`src/rtl/tty_pkg.sv`:
```
// Shared types and constants for the serial transmitter.
// Build option: define TTY_XMIT_PARITY_EN to send even parity in bit 7.
package tty_pkg;

  typedef enum logic [1:0] {
    IDLE  = 2'd0,
    START = 2'd1,
    DATA  = 2'd2,
    STOP  = 2'd3
  } tty_state_e;

  localparam logic TX_IDLE = 1'b1;

  // Even parity over the seven data bits.
  function automatic logic even_par(input logic [6:0] d);
    return ^d;
  endfunction

endpackage

```
`src/rtl/tty_baud.sv`:
```
// Bit-time generator: one-cycle tick every CLKDIV enabled cycles.
// Restarted from zero by start_i so each frame is phase aligned.
module tty_baud #(
  parameter int CLKDIV = 4
) (
  input  logic clk_i,
  input  logic rst_ni,
  input  logic start_i,
  input  logic en_i,
  output logic tick_o
);

  localparam int CW = (CLKDIV > 1) ? $clog2(CLKDIV) : 1;
  localparam logic [CW-1:0] LAST = CW'(CLKDIV - 1);

  logic [CW-1:0] cnt_q, cnt_d;

  assign tick_o = en_i && (cnt_q == LAST);

  // Next count: restart on load, wrap on tick, park at zero when idle.
  always_comb begin
    cnt_d = '0;
    if (start_i) begin
      cnt_d = '0;
    end else if (en_i) begin
      cnt_d = tick_o ? '0 : cnt_q + CW'(1);
    end
  end

  // Bit-time counter register.
  always_ff @(posedge clk_i or negedge rst_ni) begin
    if (!rst_ni) begin
      cnt_q <= '0;
    end else begin
      cnt_q <= cnt_d;
    end
  end

endmodule

```
`src/rtl/tty_xmit.sv`:
```
// Async serial transmitter: start bit, 8 data bits LSB first, stop bits.
// Build option: define TTY_XMIT_PARITY_EN to send even parity in bit 7.
module tty_xmit
  import tty_pkg::*;
#(
  parameter int CLKDIV   = 4,
  parameter int STOPBITS = 2
) (
  input  logic       T,
  input  logic       _PC,
  input  logic       ld,
  input  logic [7:0] ldata,
  input  logic       clrflag,
  output logic       busy,
  output logic       flag,
  output logic       tx
);

  localparam logic [3:0] SLAST = 4'(STOPBITS - 1);

  tty_state_e state_q, state_d;
  logic [7:0] shreg_q, shreg_d;
  logic [3:0] bitcnt_q, bitcnt_d;
  logic       flag_q, flag_d;
  logic       tick;
  logic       ld_acc;
  logic       frame_done;
  logic [7:0] ld_word;

  assign ld_acc = ld && (state_q == IDLE);
  assign busy   = (state_q != IDLE);
  assign flag   = flag_q;

`ifdef TTY_XMIT_PARITY_EN
  assign ld_word = {even_par(ldata[6:0]), ldata[6:0]};
`else
  assign ld_word = ldata;
`endif

  tty_baud #(
    .CLKDIV (CLKDIV)
  ) u_baud (
    .clk_i   (T),
    .rst_ni  (_PC),
    .start_i (ld_acc),
    .en_i    (busy),
    .tick_o  (tick)
  );

  // Frame sequencing: next state, shift register and bit counter.
  always_comb begin
    state_d    = state_q;
    shreg_d    = shreg_q;
    bitcnt_d   = bitcnt_q;
    frame_done = 1'b0;
    unique case (state_q)
      IDLE: begin
        if (ld) begin
          state_d  = START;
          shreg_d  = ld_word;
          bitcnt_d = '0;
        end
      end
      START: begin
        if (tick) begin
          state_d  = DATA;
          bitcnt_d = '0;
        end
      end
      DATA: begin
        if (tick) begin
          shreg_d = {1'b0, shreg_q[7:1]};
          if (bitcnt_q == 4'd7) begin
            state_d  = STOP;
            bitcnt_d = '0;
          end else begin
            bitcnt_d = bitcnt_q + 4'd1;
          end
        end
      end
      STOP: begin
        if (tick) begin
          if (bitcnt_q == SLAST) begin
            state_d    = IDLE;
            bitcnt_d   = '0;
            frame_done = 1'b1;
          end else begin
            bitcnt_d = bitcnt_q + 4'd1;
          end
        end
      end
      default: begin
        state_d  = IDLE;
        bitcnt_d = '0;
      end
    endcase
  end

  // Done flag: cleared by clrflag or a new load, set wins on frame end.
  always_comb begin
    flag_d = flag_q;
    if (clrflag || ld_acc) begin
      flag_d = 1'b0;
    end
    if (frame_done) begin
      flag_d = 1'b1;
    end
  end

  // Line level decoded from state so reset idles the line at once.
  always_comb begin
    tx = TX_IDLE;
    unique case (state_q)
      IDLE:    tx = TX_IDLE;
      START:   tx = ~TX_IDLE;
      DATA:    tx = shreg_q[0];
      STOP:    tx = TX_IDLE;
      default: tx = TX_IDLE;
    endcase
  end

  // State registers.
  always_ff @(posedge T or negedge _PC) begin
    if (!_PC) begin
      state_q  <= IDLE;
      shreg_q  <= '0;
      bitcnt_q <= '0;
      flag_q   <= 1'b0;
    end else begin
      state_q  <= state_d;
      shreg_q  <= shreg_d;
      bitcnt_q <= bitcnt_d;
      flag_q   <= flag_d;
    end
  end

endmodule
```
`config.mk`:
```
export PLATFORM = sky130hd
export DESIGN_NAME = tty_xmit
export DESIGN_NICKNAME = d
export VERILOG_FILES = /design/src/rtl/tty_pkg.sv /design/src/rtl/tty_baud.sv /design/src/rtl/tty_xmit.sv
export SDC_FILE = /design/constraint.sdc
export NUM_CORES = 1
export LEC_CHECK = 0
export CAP_MARGIN = 40
export CORE_MARGIN = 2
export CORE_UTILIZATION = 55
export CTS_CLUSTER_SIZE = 14
export DETAILED_ROUTE_END_ITERATION = 8
export PLACE_DENSITY = 0.87
export SLEW_MARGIN = 20
export SYNTH_ARGS = -nofsm -noshare
export SYNTH_HDL_FRONTEND = slang
export SYNTH_HIERARCHICAL = 1
export SYNTH_SLANG_ARGS = --single-unit
```
`constraint.sdc`:
```
create_clock -name T -period 3.94 [get_ports T]
set_input_delay 0.788 -clock T [delete_from_list [all_inputs] [get_ports T]]
set_output_delay 0.788 -clock T [all_outputs]
set_load 0.02 [all_outputs]
```
Word-level counts from Yosys, hierarchy flattened
Cells that the tools add are included.
{"block": "word_totals", "reg_bits": 17, "inputBits": 12, "output_inout_bits": 3, "wordCells": 56}
{"block": "op_classes", "add_sub_neg": 2, "eq_ne": 12, "n_mux": 26, "reduce_logical": 11}
{"cell": "4-bit 2-to-1 mux", "count": 6}
{"cell": "2-bit 2-to-1 mux", "count": 9}
{"cell": "8-bit 2-to-1 mux", "count": 2}
{"cell": "4-bit case mux with 4 select lines", "count": 1}
{"cell": "8-bit case mux with 2 select lines", "count": 1}
{"cell": "2-bit case mux with 4 select lines", "count": 1}
{"cell": "2-bit equality test (second input constant)", "count": 3}
{"cell": "2-bit by 1-bit != test with 1-bit output (second input constant)", "count": 3}
{"cell": "2-bit != test (second input constant)", "count": 3}
{"cell": "6-bit AND reduction", "count": 1}
{"cell": "2-bit nonzero test", "count": 3}
{"cell": "1-bit 2-to-1 mux", "count": 5}
{"cell": "4-bit by 1-bit adder with 4-bit output (second input constant)", "count": 1}
{"cell": "4-bit by 1-bit equality test with 1-bit output (second input constant)", "count": 1}
{"cell": "4-bit by 3-bit equality test with 1-bit output (second input constant)", "count": 1}
{"cell": "4-bit AND reduction", "count": 1}
{"cell": "1-bit case mux with 3 select lines", "count": 1}
{"cell": "3-bit AND reduction", "count": 1}
{"cell": "2-bit by 1-bit adder with 2-bit output (second input constant)", "count": 1}
{"cell": "2-bit by 1-bit equality test with 1-bit output (second input constant)", "count": 1}
{"cell": "1-bit logical AND", "count": 2}
{"cell": "2-bit zero test", "count": 1}
{"cell": "2-bit OR reduction", "count": 1}
{"cell": "1-bit logical OR", "count": 1}

Depth between registers and ports, before layout
{"block": "depth", "ltp_word": 5, "mapped_depth": 9, "ltp_nobuf": 8}

Modules after synthesis
Netlist, hierarchy kept.
{"module": "tty_xmit", "n_inst": 1, "cells_per_inst": 86, "area_per_inst_um2": 872.1}
{"module": "tty_baud", "n_inst": 1, "cells_per_inst": 6, "area_per_inst_um2": 92.6}

Worst setup path after synthesis
OpenSTA, ideal clock, no wires.
{"block": "synth_path", "path_kind": "reg-to-output", "startpoint": "register state_q[0]", "endpoint": "output tx", "t_arrival_ns": 1.450, "required_ns": 3.152, "slack_ns": 1.702, "stages_incl_launch_ff": 6, "cell_sequence": "dfrtp_1 -> inv_1 -> ha_1 -> buf_2 -> nand2_1 -> a21oi_1"}
{"block": "synth_between", "elab_chain_len": 3}
{"item": "start: declaration", "line_no": "tty_xmit.sv:21", "rtl": "tty_state_e state_q, state_d;"}
{"item": "start signal: assignment", "line_no": "tty_xmit.sv:130", "rtl": "state_q <= state_d;"}
{"item": "2-bit equality test or 2-bit zero test (tied branches)", "line_no": "tty_xmit.sv:113", "rtl": "unique case (state_q)"}
{"item": "2-bit OR reduction (no source line)"}
{"item": "1-bit case mux with 3 select lines (*)", "line_no": "tty_xmit.sv:113"}
{"item": "end: declaration", "line_no": "tty_xmit.sv:16", "rtl": "output logic tx"}
Mark *: on every way between the ends. The rest lies on a longest branch, timed or not.

Worst setup path in the final report
Same ends and word-level chain as after synthesis.

==> flow_summary.yaml <==
outcome:
  status: "completed"
clock_tree:
  clk_latency_ps: 280
  clk_pin_slew_ps: 110
  cts-resized-gates: 0
  clockBufferDepth: 2
  cts_hold_buf: 0
  ctsHtreeMaxLevel: 1
  cts_setup_buffers: 0
  cts_buffers: 3
  cts_tree: "yes"
  cts.sinks: 17
  cts_root_buf: "clkbuf_4"
finish:
  syn_to_final_growth_pct: 19.7
  diodes: 0
  layout_commonest_cell: "dfrtp_1"
  fill_cells: 124
  nNetsFinal: 131
  final_cell_mix: "dfrtp_1, clkdlybuf4s50_1, nor2_1"
  layout-drive-gt1-share_pct: 10.1
logic_synthesis:
  synth_cell_types: 28
  syn_area_sq_um: 965
  synth-compound-area-share_pct: 10.2
  synth_nets: 113
  synth_xor_xnor_area_share_pct: 0
  syn_inst: 92
  ys_seq_area_share_pct: 44.1
  synth_mux_area_share_pct: 10.5
  yosys.area_share.adder_pct: 11.7
  synth.avg_cell_area_sq_um: 10.5
  synth.area.top_cells: "dfrtp_1, ha_1, mux2i_1"
  yosysTopAreaCell: "dfrtp_1"
  synth_seq_cells: 17
  yosysTopAreaCellShare_pct: 44.1
  synth_simple_gate_area_share_pct: 20.9
  synth_warnings: 6
  synth_top_family_by_area: "simple AND/OR/NAND/NOR gates"
power_and_ir_drop:
  vdd_drop_max_mv: 0.533
  power.density_nw_per_um2: 727
  cellLeakagePower_nw: 0.500
  total_power_mw: 0.839
setup_path:
  crit_path_top_delay_cell: "clkdlybuf4s50_1"
  cp-startpoint: "state_q[0]"
  cp_top_family: "buffers and inverters"
  path_buf_inv: 2
  slowest_delay_ps: 620
  end_kind: "primary output"
  path_max_fanout: 14
  r2r_start: "state_q[0]"
  critPathKind: "flip-flop to primary output"
  crit_path_start_kind: "flip-flop"
  arrival_ps: 2340
  required_ps: 3150
  crit_chain: "inv_1 -> ha_1 -> nand2_1 -> a21oi_1 -> clkdlybuf4s50_1"
timing:
  setup-violations-final: 0
  relSlewSlack_pct: 56.4
  fmax_mhz: 319
  drv_slew: 0
  hold_viol_final: 0
  finClkSkew_ps: 8.88
  tns_ps: 0
  rsz0062_at_grt: "false"
  min_period_ps: 3130
  tightest_slew_ps: 654
  period_share_pct: 79.4
worst_hold_path:
  hp-start: "u_baud/cnt_q[0]"
  hp-class: "flip-flop to flip-flop"
grt:
  grt_busiest_layer: "met2"
  grt_pass1_vias: 631
  grt_use_total_pct: 17.4
  met2_usage_pct: 25.6
  antenna_found_initial: 0
  grt_use_met3_pct: 3.97
  grt_pass1_wl_um: 2660
  grt_max_degree: 18
  overflow: 0
  use_met1_pct: 24.1
routing:
  drt-total-wl_um: 1570
  ant_nets: 0
  dr.first_iter.drc_count: 9
  routed_via_density: 5.37
  drcViolationCount: 0
  wl_per_cell_um: 12.4
  dr.pass1.iters: 4
  via_count: 677
place:
  numPortBuffers: 14
  gp_congestion: 0.691
  hpwl_um: 1210
flow_run:
  maxCapViolCount: 0
floorplanning:
  die_w_um: 45.9
  rows: 15
  dieArea_sq_um: 2100
  core_sq_um: 1690
  die_y_um: 45.9
  io_pins: 15
  initial_core_util_pct: 57.1
[synth_stat cells]
cell	number
nand4_1	1
mux2_1	1
nor2_1	11
inv_1	4
a21oi_1	8
dfrtp_1	17
mux2i_1	9
nor2_2	2
o31ai_1	1
or4b_1	1
nor3_1	2
nand3_1	1
o21ai_1	1
nor3b_1	1
ha_1	9
nor4b_2	2
and2_1	2
nor3_2	1
nor2b_1	1
o22ai_2	1
nand3b_1	1
o21ai_0	5
a22o_1	1
buf_2	2
nor4bb_1	1
and3b_1	1
nand2b_1	2
nand2_1	3
[final cells by class]
cell class | count | area [sq um] | area share [%]
clock buffer | 3 | 22.5 | 1.95
inverter | 4 | 15.0 | 1.30
timing repair buffer | 15 | 151 | 13.1
tap | 17 | 21.3 | 1.84
clock inverter | 1 | 5.00 | 0.433
sequential | 17 | 425 | 36.8
multi-input combinational | 69 | 514 | 44.5
[sequential cells by signal (all words and copies together) (netlist names)]
name,flops
flag,1
bitcnt_q,4
u_baud/cnt_q,2
shreg_q,8
state_q,2
[metal layers]
layer  wire [um]  up-vias  part of all wire [%]
met5           0        -                     0
met4          34        0                   2.2
met3          54        4                   3.4
met2         725       11                    46
met1         752      304                    48
li1            -      358                     -
[report_power, final]
group	switching, mW	leakage (nW)	internal, mW	total [mW]
clock network	0.0553	0.0177	0.0376	0.0929
registers	0.0446	0.209	0.245	0.290
logic	0.251	0.273	0.206	0.457
total	0.351	0.500	0.488	0.839
[cells by family after synthesis]
| kind of cell | count (synthesis) |
|---|---|
| buffers and inverters | 6 |
| flip-flops | 17 |
| multiplexers | 10 |
| AND/OR/NAND/NOR | 33 |
| AO/OA/AOI/OAI | 17 |
| adder cells (fa/ha/maj) | 9 |
[stage by stage]
| step | setup slack [ps] | util (%) | std cells | area [sq um] | hold WS (ps) |
|---|---|---|---|---|---|
| 5_1_grt | 636 | 68.4 | 126 | 1150 | 482 |
| 6_report | 810 | 68.4 | 126 | 1150 | 462 |
| 3_3_place_gp | 1180 | 66.1 | 121 | 1120 | 446 |
| 2_1_floorplan | 1700 | - | 92 | 965 | 431 |
| 3_5_place_dp | 1140 | 66.1 | 121 | 1120 | 454 |
| 4_1_cts | 803 | 67.7 | 125 | 1140 | 469 |
[path summary, 6_finish.rpt]
| check | to | slack (ps) | cells after the start |
|---|---|---|---|
| worst min register to register | u_baud/cnt_q[0] | 460 | 1 |
| worst min-delay path | u_baud/cnt_q[0] | 460 | 1 |
| worst max-delay path | tx | 810 | 5 |
| min in group asynchronous | flag | 650 | 1 |
| worst max register to register | state_q[1] | 1740 | 6 |
| max in group asynchronous | shreg_q[3] | 2950 | 2 |
Note: power is estimated with default switching activity, not from simulation.
